File: config.mk
export PLATFORM = sky130hd
export DESIGN_NAME = key_debounce_pulse
export DESIGN_NICKNAME = d
export VERILOG_FILES = /design/src/rtl/key_debounce_pulse.sv
export SDC_FILE = /design/constraint.sdc
export NUM_CORES = 1
export LEC_CHECK = 0
export ABC_AREA = 1
export CELL_PAD_IN_SITES_DETAIL_PLACEMENT = 1
export CELL_PAD_IN_SITES_GLOBAL_PLACEMENT = 1
export CORE_MARGIN = 10
export CORE_UTILIZATION = 31
export CTS_CLUSTER_DIAMETER = 200
export DETAILED_ROUTE_END_ITERATION = 12
export PLACE_DENSITY = 0.69
export SYNTH_ARGS = -nofsm -noshare
export SYNTH_HDL_FRONTEND = slang
export SYNTH_SLANG_ARGS = --single-unit
File: constraint.sdc
create_clock -name clk -period 4.95 [get_ports clk]
set_input_delay 0.99 -clock clk [delete_from_list [all_inputs] [get_ports clk]]
set_output_delay 0.99 -clock clk [all_outputs]
set_load 0.005 [all_outputs]
File: src/rtl/key_debounce_pulse.sv
// Pushbutton debouncer: two-flop synchroniser, press/release debounce FSM and
// hold-to-repeat step generator with one-cycle registered strobes.
module key_debounce_pulse #(
  parameter int DEB_CYCLES    = 500000,
  parameter int REPEAT_DELAY  = 25000000,
  parameter int REPEAT_PERIOD = 5000000
) (
  input  logic       clk,
  input  logic       reset,
  input  logic       key_n,
  input  logic       repeat_en,
  output logic       key_level,
  output logic       press_pulse,
  output logic       release_pulse,
  output logic       step_pulse,
  output logic [1:0] state
);

  localparam int DW      = (DEB_CYCLES > 1) ? $clog2(DEB_CYCLES) : 1;
  localparam int REP_MAX = (REPEAT_DELAY > REPEAT_PERIOD) ? REPEAT_DELAY : REPEAT_PERIOD;
  localparam int RW      = (REP_MAX > 1) ? $clog2(REP_MAX) : 1;

  localparam logic [DW-1:0] DEB_LAST    = DW'(DEB_CYCLES - 1);
  localparam logic [RW-1:0] DELAY_LAST  = RW'(REPEAT_DELAY - 1);
  localparam logic [RW-1:0] PERIOD_LAST = RW'(REPEAT_PERIOD - 1);

  typedef enum logic [1:0] {
    RELEASED    = 2'b00,
    DEB_PRESS   = 2'b01,
    PRESSED     = 2'b10,
    DEB_RELEASE = 2'b11
  } state_t;

  localparam logic PH_DELAY  = 1'b0;
  localparam logic PH_PERIOD = 1'b1;

  logic          sync1_r;
  logic          sync2_r;
  logic          sync_pressed_s;
  state_t        state_r;
  logic [DW-1:0] deb_cnt_r;
  logic [RW-1:0] rep_cnt_r;
  logic          rep_phase_r;
  logic [RW-1:0] rep_last_s;

  assign sync_pressed_s = ~sync2_r;
  assign rep_last_s     = (rep_phase_r == PH_PERIOD) ? PERIOD_LAST : DELAY_LAST;
  assign state          = state_r;

  // Two-flop synchroniser; idles high so reset looks like a released key.
  always_ff @(posedge clk) begin
    if (reset) begin
      sync1_r <= 1'b1;
      sync2_r <= 1'b1;
    end else begin
      sync1_r <= key_n;
      sync2_r <= sync1_r;
    end
  end

  // Debounce/repeat FSM with all outputs registered; strobes default low each cycle.
  always_ff @(posedge clk) begin
    if (reset) begin
      state_r       <= RELEASED;
      deb_cnt_r     <= {DW{1'b0}};
      rep_cnt_r     <= {RW{1'b0}};
      rep_phase_r   <= PH_DELAY;
      key_level     <= 1'b0;
      press_pulse   <= 1'b0;
      release_pulse <= 1'b0;
      step_pulse    <= 1'b0;
    end else begin
      press_pulse   <= 1'b0;
      release_pulse <= 1'b0;
      step_pulse    <= 1'b0;
      case (state_r)
        RELEASED: begin
          deb_cnt_r <= {DW{1'b0}};
          if (sync_pressed_s) begin
            state_r <= DEB_PRESS;
          end else begin
            state_r <= RELEASED;
          end
        end
        DEB_PRESS: begin
          if (!sync_pressed_s) begin
            state_r   <= RELEASED;
            deb_cnt_r <= {DW{1'b0}};
          end else if (deb_cnt_r == DEB_LAST) begin
            state_r     <= PRESSED;
            deb_cnt_r   <= {DW{1'b0}};
            key_level   <= 1'b1;
            press_pulse <= 1'b1;
            step_pulse  <= 1'b1;
            rep_cnt_r   <= {RW{1'b0}};
            rep_phase_r <= PH_DELAY;
          end else begin
            deb_cnt_r <= deb_cnt_r + 1'b1;
          end
        end
        PRESSED: begin
          // A tick that lands on the release-sample cycle is dropped here.
          if (!sync_pressed_s) begin
            state_r   <= DEB_RELEASE;
            deb_cnt_r <= {DW{1'b0}};
          end else if (!repeat_en) begin
            rep_cnt_r   <= {RW{1'b0}};
            rep_phase_r <= PH_DELAY;
          end else if (rep_cnt_r == rep_last_s) begin
            step_pulse  <= 1'b1;
            rep_cnt_r   <= {RW{1'b0}};
            rep_phase_r <= PH_PERIOD;
          end else begin
            rep_cnt_r <= rep_cnt_r + 1'b1;
          end
        end
        DEB_RELEASE: begin
          if (sync_pressed_s) begin
            state_r   <= PRESSED;
            deb_cnt_r <= {DW{1'b0}};
          end else if (deb_cnt_r == DEB_LAST) begin
            state_r       <= RELEASED;
            deb_cnt_r     <= {DW{1'b0}};
            key_level     <= 1'b0;
            release_pulse <= 1'b1;
          end else begin
            deb_cnt_r <= deb_cnt_r + 1'b1;
          end
        end
        default: begin
          state_r     <= RELEASED;
          deb_cnt_r   <= {DW{1'b0}};
          rep_cnt_r   <= {RW{1'b0}};
          rep_phase_r <= PH_DELAY;
          key_level   <= 1'b0;
        end
      endcase
    end
  end

endmodule
---- Yosys cells after proc, flatten, opt, wreduce, memory -nomap -nowiden ----
Index checks and enable logic that the tools add are counted.
W data, S select, Z words.
cells by class
  shift-type cells ........................ 0
  divide/modulo/power cells ............... 0
  mux-type cells .......................... 35
  eq/ne operators ......................... 14
  reductions and logical operators ........ 9
  magnitude comparators ................... 0
  $add $sub $neg .......................... 2
  bitwise logic cells ..................... 3
  multiply operators ...................... 0
operators by type and width
  kind                     number
  $mux W25                 6
  $mux W19                 4
  $pmux W19 S4             1
  $pmux W25 S2             1
  $add A25 B1 Y25 const B  1
  $eq A25 B25 Y1           1
  $add A19 B1 Y19 const B  1
  $eq A19 B19 Y1 const B   1
  $mux W1                  14
  $ne A2 B2 Y1 const B     6
  $mux W2                  5
  $reduce_and A5 Y1        2
  $ne A3 B3 Y1 const B     3
  $pmux W2 S4              1
  $pmux W1 S2              3
  $eq A2 B2 Y1 const B     2
  $reduce_and A4 Y1        1
  $reduce_bool A2 Y1       2
  $not A1 Y1               3
  $reduce_and A3 Y1        1
  $reduce_or A3 Y1         1
  $eq A2 B1 Y1 const B     1
  $logic_not A2 Y1         1
  $reduce_or A2 Y1         1
word-level totals
  input port bits ......................... 4
  logic and storage cells ................. 73
  memories ................................ 0
  flip-flop bits (word level) ............. 53
  bits in latches ......................... 0
  memory bits (read-only) ................. 0
  output and inout bits ................... 6
  RAM bits ................................ 0

---- Depth between registers and ports, before layout ----
  depth in word-level cells ............... 6
  depth in mapped cells ................... 12
  mapped depth without buffers ............ 11

---- Worst setup path after synthesis ----
No wires, ideal clock.
  path type ............................... input to register
  start ................................... input reset
  end ..................................... register step_pulse
  setup time .............................. 0.058 ns
  arrival time ............................ 1.745 ns
  path buffers ............................ 1
  path slack .............................. 3.148 ns
  data required time ...................... 4.892 ns
  stages on the path ...................... 5
  cell sequence ........................... inv_1 -> clkbuf_1 -> nand2_1 -> nor2_1 -> o21a_1
RTL lines
  item                  line  source
  from (decl)           9     input logic reset,
  to (signal assigned)  71    step_pulse <= 1'b0;
  to (signal assigned)  75    step_pulse <= 1'b0;
  to (signal assigned)  94    step_pulse <= 1'b1;
  to (decl)             15    output logic step_pulse,

---- Worst setup path after layout ----
  start ................................... register state_r[0] (netlist: state[0])
  end ..................................... output state[0]
RTL lines
  item                    line  source
  from (decl)             40    state_t state_r;
  from (signal assigned)  64    state_r <= RELEASED;
  from (signal assigned)  80    state_r <= DEB_PRESS;
  from (signal assigned)  82    state_r <= RELEASED;
  to (decl)               16    output logic [1:0] state
No word-level cell between the ends.

==> results.sh <==
export IMPL_regToRegStartpoint="state[0]$_SDFFE_PP0P_"
export IMPL_fin_worst_skew_ns=0.01818
export IMPL_cts_tree="done"
export IMPL_die_h_um=122.4
export IMPL_post_cts_resize_count=0
export IMPL_synth_distinct_cells=38
export IMPL_p_per_area_nw_per_um2=217.0
export IMPL_critPathRequiredTime_ns=3.96
export IMPL_ys_warn_count=0
export IMPL_drive_gt1_share_pct=11.09
export IMPL_fmax_ghz=0.4422
export IMPL_use_met2_pct=21.37
export IMPL_tns_ns=0
export IMPL_vdd_drop_max_uv=117.4
export IMPL_rsz0062_at_grt="no"
export IMPL_hold_path_class="register to register"
export IMPL_critical_path_endpoint="state[0]"
export IMPL_muxShareOfSynthArea_pct=0
export IMPL_antennaDiodeCount=0
export IMPL_vias_per_cell=4.837
export IMPL_dieArea_um2=14980
export IMPL_grt_pass1_vias=3117
export IMPL_yosys_top_cells_area="dfxtp_1 33%, nand2_1 13%, nor2_1 8.7%, inv_1 7.9%, nand3_1 6.5%"
export IMPL_post_place_ws_ns=2.422
export IMPL_post_route_drc_count=0
export IMPL_root_buffer="clkbuf_8"
export IMPL_syn_area_um2=3249
export IMPL_syn_instance_count=488
export IMPL_dr_total_vias=3057
export IMPL_avgSynthCellArea_um2=6.659
export IMPL_reg2reg_to="rep_cnt_r[0]$_SDFFE_PP0P_"
export IMPL_grt_antenna_before_repair=0
export IMPL_fp_dieW_um=122.4
export IMPL_areaGrowthSynthToFinish_pct=8.741
export IMPL_drv_cap=0
export IMPL_slowest_delay_ns=0.53
export IMPL_synth_seq_cells=53
export IMPL_hold_violations=0
export IMPL_post_cts_setup_buffers=0
export IMPL_synth_xor_xnor_area_share_pct=1.348
export IMPL_fin_ws_ns=2.689
export IMPL_ant_nets=0
export IMPL_wirelength_um=8977
export IMPL_grt_first_pass_wirelength_um=15200
export IMPL_crit_family="buffers and inverters"
export IMPL_grt_max_degree=37
export IMPL_drt_pass1_iter_count=4
export IMPL_critPathArrivalTime_ns=1.27
export IMPL_worstSetupStartpoint="state[0]$_SDFFE_PP0P_"
export IMPL_num_nets_final=505
export IMPL_p_leak_nw=1.302
export IMPL_timing_final_crit_share_pct=45.69
export IMPL_core_um2=10280
export IMPL_synth_top_family_by_area="simple AND/OR/NAND/NOR gates"
export IMPL_port_buffers=9
export IMPL_gr_usage_all_layers_pct=12.42
export IMPL_worst_setup_path_type="register to primary output"
export IMPL_synth_top_area_share_pct=32.65
export IMPL_status="complete, no violations"
export IMPL_end_kind="primary output"
export IMPL_reg2reg_depth=9
export IMPL_gp_congestion=0.8545
export IMPL_overflow=0
export IMPL_synth_compound_area_share_pct=7.663
export IMPL_critPathMaxFanout=5
export IMPL_htree_levels=2
export IMPL_clk_latency_ns=0.32
export IMPL_syn_nets=498
export IMPL_synth_adder_area_share_pct=2.310
export IMPL_finalCriticalPeriod_ns=2.261
export IMPL_initial_core_util_pct=31.62
export IMPL_drv_slew=0
export IMPL_use_met1_pct=15.73
export IMPL_whs_ns=0.4233
export IMPL_top_usage_layer="met2"
export IMPL_drt_iter0_markers=116
export IMPL_cp_slowest_cell="clkdlybuf4s50_1"
export IMPL_met3_usage_pct=1.745
export IMPL_rrSetupSlack_ns=2.76
export IMPL_cts_buffer_depth=2
export IMPL_cts_sinks=53
export IMPL_worstPathBufferInverterCount=1
export IMPL_cts_hold_buf=0
export IMPL_rows=37
export IMPL_clkTransAtPathRegs_ns=0.11
export IMPL_yosysSeqAreaShare_pct=32.65
export IMPL_relSlewSlack_pct=61.81
export IMPL_synth_area_leader_cell="dfxtp_1"
export IMPL_path_cells="clkdlybuf4s50_1"
export IMPL_numCtsBuffers=5
export IMPL_wl_per_cell_um=14.20
export IMPL_ios=10
export IMPL_setup_viol=0
export IMPL_path_depth=1
export IMPL_tightest_slew_ns=0.5684
export IMPL_synthSimpleGateAreaFrac_pct=45.01
export IMPL_dpl_hpwl_um=6979
export IMPL_critPathLaunchType="register"
-- cell usage in the layout, fill, tap and decap left out, drive strengths merged, types with 5 or more instances in the layout --
cell	netlist	routed
a21oi	14	14
dfxtp	53	53
xor2	5	5
nor2	88	88
nor3	18	18
ha	6	6
clkdlybuf4s50	0	9
clkbuf	1	5
inv	71	71
nand4	14	14
o21ai	13	13
nand2	128	128
nand3	46	46
-- cell type report --
class	instances	area, um^2
sequential	53	1061
inverter	71	266.5
fill	1353	6744
tap	136	170.2
multi-input combinational	355	1831
clock inverter	3	46.29
clock buffer	5	68.82
timing repair buffer	9	90.09
-- power by group --
group | internal [mW] | switching (mW) | total (mW)
clock network | 0.152 | 0.159 | 0.311
logic | 0.00877 | 0.0173 | 0.0261
registers | 0.428 | 0.00190 | 0.430
total | 0.589 | 0.178 | 0.767
-- synthesized netlist by cell type (all sizes together) --
cell and count:
a211oi 2, a21oi 14, a31oi 1, and3 1, buf 8, clkbuf 1, dfxtp 53, ha 6
inv 71, nand2 128, nand3 46, nand3b 2, nand4 14, nor2 88, nor3 18, nor3b 4
nor4 2, o21a 1, o21ai 13, o21bai 4, o22ai 1, o31ai 2, or2 3, xor2 5
-- metrics by stage --
step	std cells	total power [mW]	util, %	area (um^2)
finish	632	0.7667	34.38	3533
global route	632	0.8015	34.38	3533
CTS	632	0.7787	34.38	3533
detailed placement	624	0.4664	33.26	3418
global placement	624	0.4661	33.26	3418
floorplan	488	0.4569	-	3249
-- registers in the layout, indices dropped and copies added (netlist names), named ones only --
signal and count:
press_pulse 1, sync2_r 1, state 1, deb_cnt_r 19, step_pulse 1, rep_cnt_r 25, release_pulse 1, key_level 1
rep_phase_r 1, sync1_r 1
-- logic make-up after synthesis --
group,count (synthesis)
XOR/XNOR,5
AO/OA/AOI/OAI,38
adder cells (fa/ha/maj),6
buffers and inverters,80
flip-flops,53
AND/OR/NAND/NOR,306
-- per-layer routing --
metal,part of all wire [%],routed length [um]
met1,48,4333
met2,49,4394
met3,1.6,145
met4,1.2,104
met5,0,0
-- worst min-delay path by stage --
stage | cells past startpoint | endpoint | start
2_1_floorplan | 1 | sync2_r$_SDFF_PP1_ | sync1_r$_SDFF_PP1_
3_3_place_gp | 1 | sync2_r$_SDFF_PP1_ | sync1_r$_SDFF_PP1_
3_5_place_dp | 1 | sync2_r$_SDFF_PP1_ | sync1_r$_SDFF_PP1_
4_1_cts | 1 | sync2_r$_SDFF_PP1_ | sync1_r$_SDFF_PP1_
5_1_grt | 1 | sync2_r$_SDFF_PP1_ | sync1_r$_SDFF_PP1_
6_report | 1 | sync2_r$_SDFF_PP1_ | sync1_r$_SDFF_PP1_
No activity file was read; power rests on OpenSTA's default activity.
==> variant, RTL diff (same flow settings) <==
Change the parameter `DEB_CYCLES` from 500000 to 250000.
--- a/src/rtl/key_debounce_pulse.sv
+++ b/src/rtl/key_debounce_pulse.sv
@@ -1,7 +1,7 @@
 // Pushbutton debouncer: two-flop synchroniser, press/release debounce FSM and
 // hold-to-repeat step generator with one-cycle registered strobes.
 module key_debounce_pulse #(
-  parameter int DEB_CYCLES    = 500000,
+  parameter int DEB_CYCLES    = 250000,
   parameter int REPEAT_DELAY  = 25000000,
   parameter int REPEAT_PERIOD = 5000000
 ) (
Behaviour: no difference found for any inputs over 10 cycles, from zero or initial values and one cycle with reset high; that may be too few to reach the edited logic, so the function may still have changed.
==> variant against the original RTL <==
Total power decreased by 6.2%. Routed wire length decreased by 1.4%. Global-route usage increased by 0.47 points. Setup slack got worse by 0.040 ns. Via count about the same. Synthesized area decreased by 5.0%. Design area decreased by 4.1%. Sequential cell count decreased by 1.
==> variant: results (changes against the original RTL) <==
[outcome]
status=finished, final reports clean  ; unchanged

[synth]
muxShareOfSynthArea=0.00324  ; was 0
synth_commonest_cells=nand2_1 (132), nor2_1 (72), inv_1 (70), dfxtp_1 (52), nand3_1 (42)  ; was nand2_1 (115), nor2_1 (75), inv_1 (68), dfxtp_1 (53), nand3_1 (42)
syn_nets=499  ; was 498
synth-xor-area-share=0.0142  ; was 0.0135
ys_warn_count=0  ; unchanged
yosysUniqueCellTypes=33  ; was 38
synth.area.top_cells=dfxtp_1 (34%), nand2_1 (16%), nor2_1 (8.8%)  ; was dfxtp_1 (33%), nand2_1 (13%), nor2_1 (8.7%)
synthAdderAreaFrac=0.0243  ; was 0.0231
ys_seq_area_frac=0.337  ; was 0.327
synth_compound_area_frac=0.0786  ; was 0.0766
syn_inst=489  ; was 488
ys_async_sr_fraction=0  ; unchanged

[cts]
htreeDepth=2  ; unchanged
clk_latency_ns=0.32  ; about the same
postCtsSetupBuffers=0  ; unchanged
cts-root-buf=clkbuf_8  ; unchanged
clockBufferDepth=2  ; unchanged
clk_pin_slew_ns=0.11  ; about the same
cts_resized=0  ; unchanged
cts_buffers=5  ; unchanged

[global_route]
gr-usage-all-layers=0.129  ; was 0.124
grt_pass1_vias=3055  ; was 3117
grt_max_degree=38  ; was 37
grt_pass1_wl_mm=15.4  ; was 15.2 mm
antenna_found_initial=0  ; unchanged

[setup_path]
slowest_delay_ns=0.56  ; was 0.53 ns
worstSetupStartpoint=state[0]  ; unchanged
cp.arrival_ns=1.31  ; was 1.27 ns
cp_max_fo=6  ; was 5
crit_family=buffers and inverters  ; unchanged
crit_slowest_cell=clkdlybuf4s50_1  ; unchanged

[drt]
via_per_inst=4.83  ; was 4.84
first_iter_violations=145  ; was 116
wirelength_mm=8.86  ; was 8.98 mm
first_pass_iters=5  ; was 4
detail_route.wl_per_cell_um=14.0  ; was 14.2 um

[power]
powerDensity_mw_per_mm2=212  ; was 217 mW/mm^2
p_switching_mw=0.176  ; was 0.178 mW
vdd_drop_max_v=0.0000995  ; was 0.000117 V
power.leakage_nw=1.30  ; about the same

[placement]
gp_congestion=0.831  ; was 0.855
dp.cells=624  ; unchanged
dp_hpwl_mm=6.95  ; was 6.98 mm
portBuffers=9  ; unchanged
dpl_cell_area_mm2=0.00329  ; was 0.00342 mm^2

[timing]
skew_ns=0.0140  ; was 0.0182 ns
timing.slew.headroom=0.684  ; was 0.618

[finish]
drive_gt1_frac=0.0501  ; was 0.111
filler_cell_count=1308  ; was 1353
reg.largest.list=rep_cnt_r: 25 flops, deb_cnt_r: 18 flops  ; was rep_cnt_r: 25 flops, deb_cnt_r: 19 flops
fin_nets=508  ; was 505
diodes=0  ; unchanged

[hold_path]
min-delay-start=sync1_r  ; unchanged
hold_path.class=flip-flop to flip-flop  ; unchanged

## variant: cells by family after synthesis
family,Yosys count
AO/OA/AOI/OAI,42
XOR/XNOR,5
adder cells (fa/ha/maj),6
buffers and inverters,79
flip-flops,52
multiplexers,1
AND/OR/NAND/NOR,304
## variant: power by group through the flow
stage,sequential [mW],combinational (mW),clock [mW]
after detailed placement,0.432,0.0258,0
after floorplan,0.431,0.0170,0
after global routing,0.422,0.0291,0.299
after CTS,0.422,0.0259,0.284
final,0.422,0.0252,0.272
after global placement,0.431,0.0254,0
## variant: worst paths after layout
kind	to	slack, ns	cells after the start
max	state[0]	2.65	1
min reg2reg	sync2_r	0.46	1
min	sync2_r	0.46	1
max reg2reg	rep_cnt_r[21]	2.76	9
## variant: layout make-up
class                   count  share of cell area
multi-input cells         358               0.509
clock inverters             2             0.00406
well taps                 133              0.0491
clock buffers               6              0.0244
repair buffers              9              0.0266
flip-flops and latches     52               0.307
inverters                  72              0.0798
## variant: metrics by stage
step	power (mW)	util	setup slack, ns
after global routing	0.751	0.348	2.46
final	0.719	0.348	2.65
after floorplan	0.448	-	3.04
after global placement	0.457	0.338	2.37
after CTS	0.731	0.348	2.63
after detailed placement	0.457	0.338	2.28
## variant: routing by layer
| metal | vias up | share of wire | global-route usage |
|---|---|---|---|
| met3 | 6 | 0.033 | 0.0216 |
| met5 | - | 0 | 0 |
| met2 | 33 | 0.44 | 0.204 |
| met4 | 0 | 0.011 | 0.0332 |
| met1 | 1439 | 0.52 | 0.178 |
| li1 | 1576 | - | - |
